## config.mk

```make
export PLATFORM = sky130hd
export DESIGN_NAME = mips_regfile
export DESIGN_NICKNAME = d
export VERILOG_FILES = /design/src/rtl/mips_pkg.sv /design/src/rtl/regfile_cell.sv /design/src/rtl/mips_regfile.sv
export SDC_FILE = /design/constraint.sdc
export NUM_CORES = 2
export LEC_CHECK = 0
export BUFFER_PORTS_ARGS = -buffer_cell sky130_fd_sc_hd__buf_2
export CORE_MARGIN = 2
export CORE_UTILIZATION = 60
export DETAILED_ROUTE_END_ITERATION = 16
export PLACE_DENSITY_LB_ADDON = 0.1
export REMOVE_ABC_BUFFERS = 1
export SLEW_MARGIN = 20
export SYNTH_ARGS = -nofsm -noshare
export SYNTH_HDL_FRONTEND = slang
export SYNTH_SLANG_ARGS = --single-unit
```

## constraint.sdc

```tcl
create_clock -name clk -period 8.3 [get_ports clk]
set_clock_uncertainty 0.2 [all_clocks]
set_input_delay 1.66 -clock clk [delete_from_list [all_inputs] [get_ports clk]]
set_output_delay 1.66 -clock clk [all_outputs]
set_load 0.05 [all_outputs]
```

## src/rtl/mips_pkg.sv

```systemverilog
// Shared MIPS register-file constants: datapath width, index width and
// the architecturally special register indices.
package mips_pkg;

    localparam int REG_W      = 32;
    localparam int REG_ADDR_W = 5;

    localparam int REG_ZERO = 0;
    localparam int REG_SP   = 29;
    localparam int REG_RA   = 31;

endpackage

```

## src/rtl/regfile_cell.sv

```systemverilog
// Single WIDTH-bit storage cell with load enable and asynchronous active-low
// clear; the register file builds its general-purpose registers from these.
module regfile_cell #(
    parameter int WIDTH = 32
) (
    input  logic             clk,
    input  logic             rst_n,
    input  logic             en,
    input  logic [WIDTH-1:0] d,
    output logic [WIDTH-1:0] q
);

    always_ff @(posedge clk or negedge rst_n) begin
        if (!rst_n) begin
            q <= '0;
        end else if (en) begin
            q <= d;
        end
    end

endmodule

```

## src/rtl/mips_regfile.sv

```systemverilog
// 2-read / 1-write MIPS general-purpose register file with $0 hardwired to
// zero and optional write-first forwarding onto the read ports.
module mips_regfile
    import mips_pkg::*;
#(
    parameter int WIDTH  = REG_W,
    parameter int ADDR_W = REG_ADDR_W,
    parameter int BYPASS = 1
) (
    input  logic              clk,
    input  logic              reset,
    input  logic              we,
    input  logic [ADDR_W-1:0] waddr,
    input  logic [WIDTH-1:0]  wdata,
    input  logic [ADDR_W-1:0] raddr1,
    input  logic [ADDR_W-1:0] raddr2,
    output logic [WIDTH-1:0]  rdata1,
    output logic [WIDTH-1:0]  rdata2
);

    localparam int DEPTH = 2 ** ADDR_W;

    logic [WIDTH-1:0] regs [DEPTH];

    // $0 has no storage; only indices 1..DEPTH-1 get a cell and a decode term.
    assign regs[REG_ZERO] = '0;

    generate
        for (genvar i = 1; i < DEPTH; i++) begin : g_cell
            logic cell_en;

            assign cell_en = we && (waddr == ADDR_W'(i));

            regfile_cell #(
                .WIDTH(WIDTH)
            ) u_cell (
                .clk  (clk),
                .rst_n(reset),
                .en   (cell_en),
                .d    (wdata),
                .q    (regs[i])
            );
        end
    endgenerate

    // A write that will actually land at the next edge; gating with reset keeps
    // the ports at zero while the array is being cleared.
    logic wr_live;
    assign wr_live = reset && we && (waddr != ADDR_W'(REG_ZERO));

    always_comb begin
        rdata1 = regs[raddr1];
        if ((BYPASS != 0) && wr_live && (waddr == raddr1)) begin
            rdata1 = wdata;
        end
    end

    always_comb begin
        rdata2 = regs[raddr2];
        if ((BYPASS != 0) && wr_live && (waddr == raddr2)) begin
            rdata2 = wdata;
        end
    end

endmodule

```

# ---- Word-level counts from Yosys, hierarchy flattened
# Cells that the tools add are included.
dict set report op_classes {
  addsub 0
  n_mul 0
  div 0
  magnitude_cmp 2
  n_eq_ne 33
  shift 0
  n_mux 8
  bitwise 2
  n_reduce_logical 36
}
# cell count
set op_table {}
lappend op_table {{32-bit binary-select mux with 5-bit select} 2}
lappend op_table {{32-bit two-way mux} 6}
lappend op_table {{5-bit == test (second input constant)} 16}
lappend op_table {{5-bit by 4-bit == test with 1-bit output (second input constant)} 8}
lappend op_table {{1-bit logical AND} 35}
lappend op_table {{5-bit by 3-bit == test with 1-bit output (second input constant)} 4}
lappend op_table {{6-bit greater-or-equal comparator (second input constant)} 2}
lappend op_table {{5-bit NOT with 6-bit output} 2}
lappend op_table {{5-bit by 2-bit == test with 1-bit output (second input constant)} 2}
lappend op_table {{5-bit == test} 2}
lappend op_table {{5-bit by 1-bit == test with 1-bit output (second input constant)} 1}
lappend op_table {{5-bit nonzero test} 1}
dict set report word_totals {
  ff_bits 992
  latchBits 0
  mem_bits_rw 0
  mem_bits_ro 0
  in_bits 50
  out_inout_bits 64
  elab_cells 112
  n_memories 0
}

# ---- Depth between registers and ports, before layout
dict set report logic_depth {
  depth_word 5
  ltp_mapped 10
  ltp_nobuf 5
}

# ---- Hierarchy
# From an unflattened synthesis, not the netlist that was laid out.
dict set report hier_totals {
  cells_unflattened 3623
  hier_area_um2 58368.5
}
# module instances cells_per_inst area_per_inst_um2
set modules_own_cells {}
lappend modules_own_cells {regfile_cell 31 68 1345.0}
lappend modules_own_cells {mips_regfile 1 1515 16672.2}

# ---- Worst setup path before layout
# Ideal clock, no wire load.
dict set report synth_timing {
  path_type {input to output}
  from {in waddr[0]}
  to {out rdata2[15]}
  arrival_ns 4.116
  required_ns 6.440
  path_slack_ns 2.324
  stages 8
  n_path_buf 3
  path_cell_list {buf_2 or2_4 o311ai_4 or4_1 buf_4 buf_4 nor2_1 a211oi_1}
}
dict set report synth_via {
  elab_chain_cells 4
}
# element line
set synth_lines {}
lappend synth_lines {{start: declaration} mips_regfile.sv:13} ;# input logic [ADDR_W-1:0] waddr,
lappend synth_lines {{5-bit nonzero test} mips_regfile.sv:49} ;# assign wr_live = reset && we && (waddr != ADDR_W'(REG_ZERO));
lappend synth_lines {{1-bit logical AND} mips_regfile.sv:49}
lappend synth_lines {{1-bit logical AND (*)} mips_regfile.sv:60} ;# if ((BYPASS != 0) && wr_live && (waddr == raddr2)) begin
lappend synth_lines {{32-bit two-way mux (*)} mips_regfile.sv:60}
lappend synth_lines {{end: declaration} mips_regfile.sv:18} ;# output logic [WIDTH-1:0] rdata2
# Every way passes the cells marked *; elsewhere a longest branch is shown, timed or not.

# ---- Worst setup path in the final report
dict set report layout_timing {
  from {in raddr2[1]}
  to {out rdata2[24]}
}
dict set report layout_via {
  elab_chain_cells 5
}
# element line
set layout_lines {}
lappend layout_lines {{start: declaration} mips_regfile.sv:16} ;# input logic [ADDR_W-1:0] raddr2,
lappend layout_lines {{5-bit NOT with 6-bit output (not written as such)} mips_regfile.sv:59} ;# rdata2 = regs[raddr2];
lappend layout_lines {{32-bit binary-select mux with 5-bit select} mips_regfile.sv:59}
lappend layout_lines {{32-bit two-way mux (not written as such) (2 in series)} mips_regfile.sv:59}
lappend layout_lines {{32-bit two-way mux (*)} mips_regfile.sv:60}
# Every way passes the cells marked *; elsewhere a longest branch is shown, timed or not. The select of a mux whose other input is x is not followed.

==> key figures <==
Run status
  • Result of the run: completed

Die
  • Die Outline Area: roughly 90000 um2
  • Horiz. Die Dim: roughly 300 um
  • Floorplan die height: 303 um
  • Floorplan Core Area: around 90000 um2
  • # IOs: 114
  • Num rows: 109
  • Starting utilization of the core area: between 60% and 70%

Routing
  • Iteration count of the initial detailed-routing pass: 5
  • Via density: about 7.4
  • DR vias: around 36000
  • Iteration-0 DRC count of the detailed router: around 3700
  • Post-route DRC violation count: 0
  • Routed Wire Length: 169000 um
  • Routed WL per cell: 34.8 um
  • Count of nets left with antenna violations after detail routing: 0

Place
  • Placer's final routability congestion estimate: between 0.8 and 0.9
  • I/O Buffers: about 110
  • Total half-perimeter wirelength after legalization and detailed placement: approximately 100000 um

Timing
  • Hold slack: approximately 0.30 ns
  • Total count of hold-check failures in the final report: 0
  • Share of the clock period used by the worst path after layout: ~80%
  • Time the final worst path needs with I/O delays and setup: 6.81 ns
  • Highest clock rate: 147 MHz
  • Worst-Margin Slew: 1.21 ns
  • Pins over their slew limit: 0
  • Setup Viol. Count Final: 0
  • Setup TNS: 0 ns
  • Setup repair after global routing missed its margin: no
  • Worst slew margin: 19.3%

Worst setup path
  • Beginning of the worst register-to-register path: g_cell[18].u_cell.q[30]
  • Kind of capture point of the worst setup path: primary output
  • Start-to-end type of the worst setup path: in2out
  • Number of cells on the worst reg-to-reg path: 1
  • Endpoint of the most critical setup path: rdata2[24]
  • Data required time of the critical path: 6.44 ns
  • Terminus of the critical flop-to-flop path: g_cell[18].u_cell.q[30]
  • Setup slack on the worst flop-to-flop path: approximately 7.3 ns
  • Critical path origin: raddr2[1]
  • Worst endpoint data arrival time: ~5.0 ns
  • Critical-path maximum fanout: between 80 and 90
  • Element type at the critical path start: primary input

Global route
  • Wire length of the first global-routing pass: ~250000 um
  • Maximum number of pins on one net before global-route repair: 192
  • GRT overflow: 0
  • Antenna violations before repair: 4
  • Total global routing track utilization: a little under two fifths
  • Vias in the first global route: 37400

Synth
  • Number of standard cells after synthesis: about 3700
  • Yosys top cell area share: 46.3%
  • YS warnings: 0
  • Syn Std Cell Area: roughly 54000 um2
  • Top area cells in the synthesized netlist: sky130_fd_sc_hd__dfrtp_1 46%, sky130_fd_sc_hd__mux2_2 23%, sky130_fd_sc_hd__mux4_2 16%
  • Sequential share of the synthesized area: a little under half
  • Flip-flop and latch count after synthesis: 992
  • Netlist cell types: 44
  • Avg Cell Area, Syn: approximately 15 um2
  • Dominant cell type by area after synthesis: sky130_fd_sc_hd__dfrtp_1

Pwr
  • Total power per unit cell area: between 200 and 250 nW/um2
  • Peak supply drop: approximately 0.19 mV
  • Leakage power summed over all cells: 25.4 nW

Layout
  • Register name with the most flops: g_cell.u_cell.q
  • Number of nets at the end of the flow: about 3700
  • Growth of design area from synthesis to finish: 9.09%
  • Share of final-layout standard cells stronger than drive strength 1: between 50 and 60%
  • Top flop regs: g_cell.u_cell.q: 992 flops
  • Diode insertion count for antenna repair: 0
  • Flip-flop count of the largest register after layout: roughly 1000

Clock network
  • Clock tree from TritonCTS: built
  • Post-CTS Setup Bufs: 0
  • Post-CTS resize count: 0
  • H-tree depth: 3
  • CTS clk-pin slew, worst paths: about 0.060 ns
  • Worst-case clock buffer depth: 3
  • CTS Buf Count: approximately 110
  • Buffer cell driving the clock tree root: sky130_fd_sc_hd__clkbuf_16
  • Clock latency on the worst-skew pair: 0.69 ns
  • Hold buffer count at cts: 0
  • Sinks on the clock net: between 900 and 1000

Worst hold path
  • Class of the tightest hold or removal check: reg2reg

Job
  • Count of max-cap constraint violations: 0
==> worst min path at each step <==
stage	depth (start not counted)	startpoint	end
floorplan	1	g_cell[14].u_cell.q[10]	g_cell[14].u_cell.q[10]
global placement	1	g_cell[14].u_cell.q[12]	g_cell[14].u_cell.q[12]
detailed placement	1	g_cell[14].u_cell.q[27]	g_cell[14].u_cell.q[27]
CTS	1	g_cell[14].u_cell.q[27]	g_cell[14].u_cell.q[27]
global route	1	g_cell[14].u_cell.q[2]	g_cell[14].u_cell.q[2]
finish	1	g_cell[14].u_cell.q[9]	g_cell[14].u_cell.q[9]
==> routing by layer <==
layer	wire length [um]	global-route usage, %
met1	64700	50.3
met2	79500	58.6
met3	15700	8.17
met4	9170	17.7
met5	30	0
==> metrics by stage <==
step	instances	total power [W]	util, %	setup WS [ns]	cell area (um2)
final	4860	0.0145	66.1	1.49	58500
after global placement	4663	0.00946	62.1	1.57	55000
after detailed placement	4663	0.00969	62.1	1.61	55000
after CTS	4859	0.0146	66.1	1.62	58500
after floorplan	3285	0.00854	-	1.35	51700
after global routing	4860	0.0151	66.1	1.53	58500
==> cell type report <==
class	count	area, um2
multi-input combinational	2291	27100
clock buffer	162	3150
fill	6254	30000
sequential	992	24800
inverter	2	7.51
clock inverter	34	409
tap	1165	1460
timing repair buffer	214	1580
==> critical path, cell delays in order <==
cell and delay (ns):
sky130_fd_sc_hd__buf_8 0.62, sky130_fd_sc_hd__xor2_1 0.25, sky130_fd_sc_hd__or4_2 0.90, sky130_fd_sc_hd__buf_4 0.35
sky130_fd_sc_hd__a211oi_1 0.65, sky130_fd_sc_hd__buf_2 0.39
==> power breakdown <==
| part | switching [W] | internal, W |
|---|---|---|
| Clock | 0.00201 | 0.00285 |
| Sequential | 0.000704 | 0.00579 |
| Combinational | 0.00143 | 0.00174 |
| Total | 0.00415 | 0.0104 |
==> cells in the final DEF, fill, tap and decap left out, types with 44 or more instances in the layout <==
master	netlist	routed
sky130_fd_sc_hd__a221oi_1	118	118
sky130_fd_sc_hd__buf_2	163	105
sky130_fd_sc_hd__buf_4	28	85
sky130_fd_sc_hd__clkbuf_16	0	109
sky130_fd_sc_hd__dfrtp_1	992	992
sky130_fd_sc_hd__mux2_1	46	46
sky130_fd_sc_hd__mux2_2	1102	1102
sky130_fd_sc_hd__mux2i_1	152	152
sky130_fd_sc_hd__mux4_2	373	373
sky130_fd_sc_hd__nand2_1	62	54
sky130_fd_sc_hd__nor2_1	105	92
sky130_fd_sc_hd__o221ai_1	44	44
sky130_fd_sc_hd__o22ai_1	100	100
==> cell usage after synthesis <==
cell type,count
sky130_fd_sc_hd__nand2_1,62
sky130_fd_sc_hd__nand3_1,11
sky130_fd_sc_hd__clkbuf_1,200
sky130_fd_sc_hd__mux2_2,1102
sky130_fd_sc_hd__buf_2,163
sky130_fd_sc_hd__o22ai_1,100
sky130_fd_sc_hd__xnor2_1,6
sky130_fd_sc_hd__nand2b_1,8
sky130_fd_sc_hd__a31oi_1,1
sky130_fd_sc_hd__nor3_1,5
sky130_fd_sc_hd__and2_1,1
sky130_fd_sc_hd__or3b_2,1
sky130_fd_sc_hd__xor2_1,4
sky130_fd_sc_hd__mux2_1,46
sky130_fd_sc_hd__or3_1,35
sky130_fd_sc_hd__buf_4,28
sky130_fd_sc_hd__a211oi_2,10
sky130_fd_sc_hd__o221ai_1,44
sky130_fd_sc_hd__o311ai_4,1
sky130_fd_sc_hd__or2_2,3
sky130_fd_sc_hd__nor4_4,1
sky130_fd_sc_hd__nand4_1,3
sky130_fd_sc_hd__or2_1,1
sky130_fd_sc_hd__or2_4,2
sky130_fd_sc_hd__a221oi_2,2
sky130_fd_sc_hd__dfrtp_1,992
sky130_fd_sc_hd__o32ai_1,31
sky130_fd_sc_hd__mux4_2,373
sky130_fd_sc_hd__buf_1,10
sky130_fd_sc_hd__nor4_2,1
sky130_fd_sc_hd__o21ai_0,3
sky130_fd_sc_hd__buf_6,11
sky130_fd_sc_hd__a211oi_1,16
sky130_fd_sc_hd__nand3_2,1
sky130_fd_sc_hd__a221oi_1,118
sky130_fd_sc_hd__nor2b_1,7
sky130_fd_sc_hd__nor2_1,105
sky130_fd_sc_hd__or4_1,1
sky130_fd_sc_hd__nand3b_1,2
sky130_fd_sc_hd__o21ai_1,31
sky130_fd_sc_hd__a311oi_1,1
sky130_fd_sc_hd__inv_1,1
sky130_fd_sc_hd__inv_2,1
sky130_fd_sc_hd__mux2i_1,152
==> cell families after synthesis <==
kind of cell	Yosys count	share of synthesized area (%)
multiplexers	1673	42.6
flip-flops	992	46.3
buffers and inverters	414	3.63
AO/OA/AOI/OAI	358	5.22
AND/OR/NAND/NOR	250	2.17
XOR/XNOR	10	0.163
(Power assumes the default switching activity.)
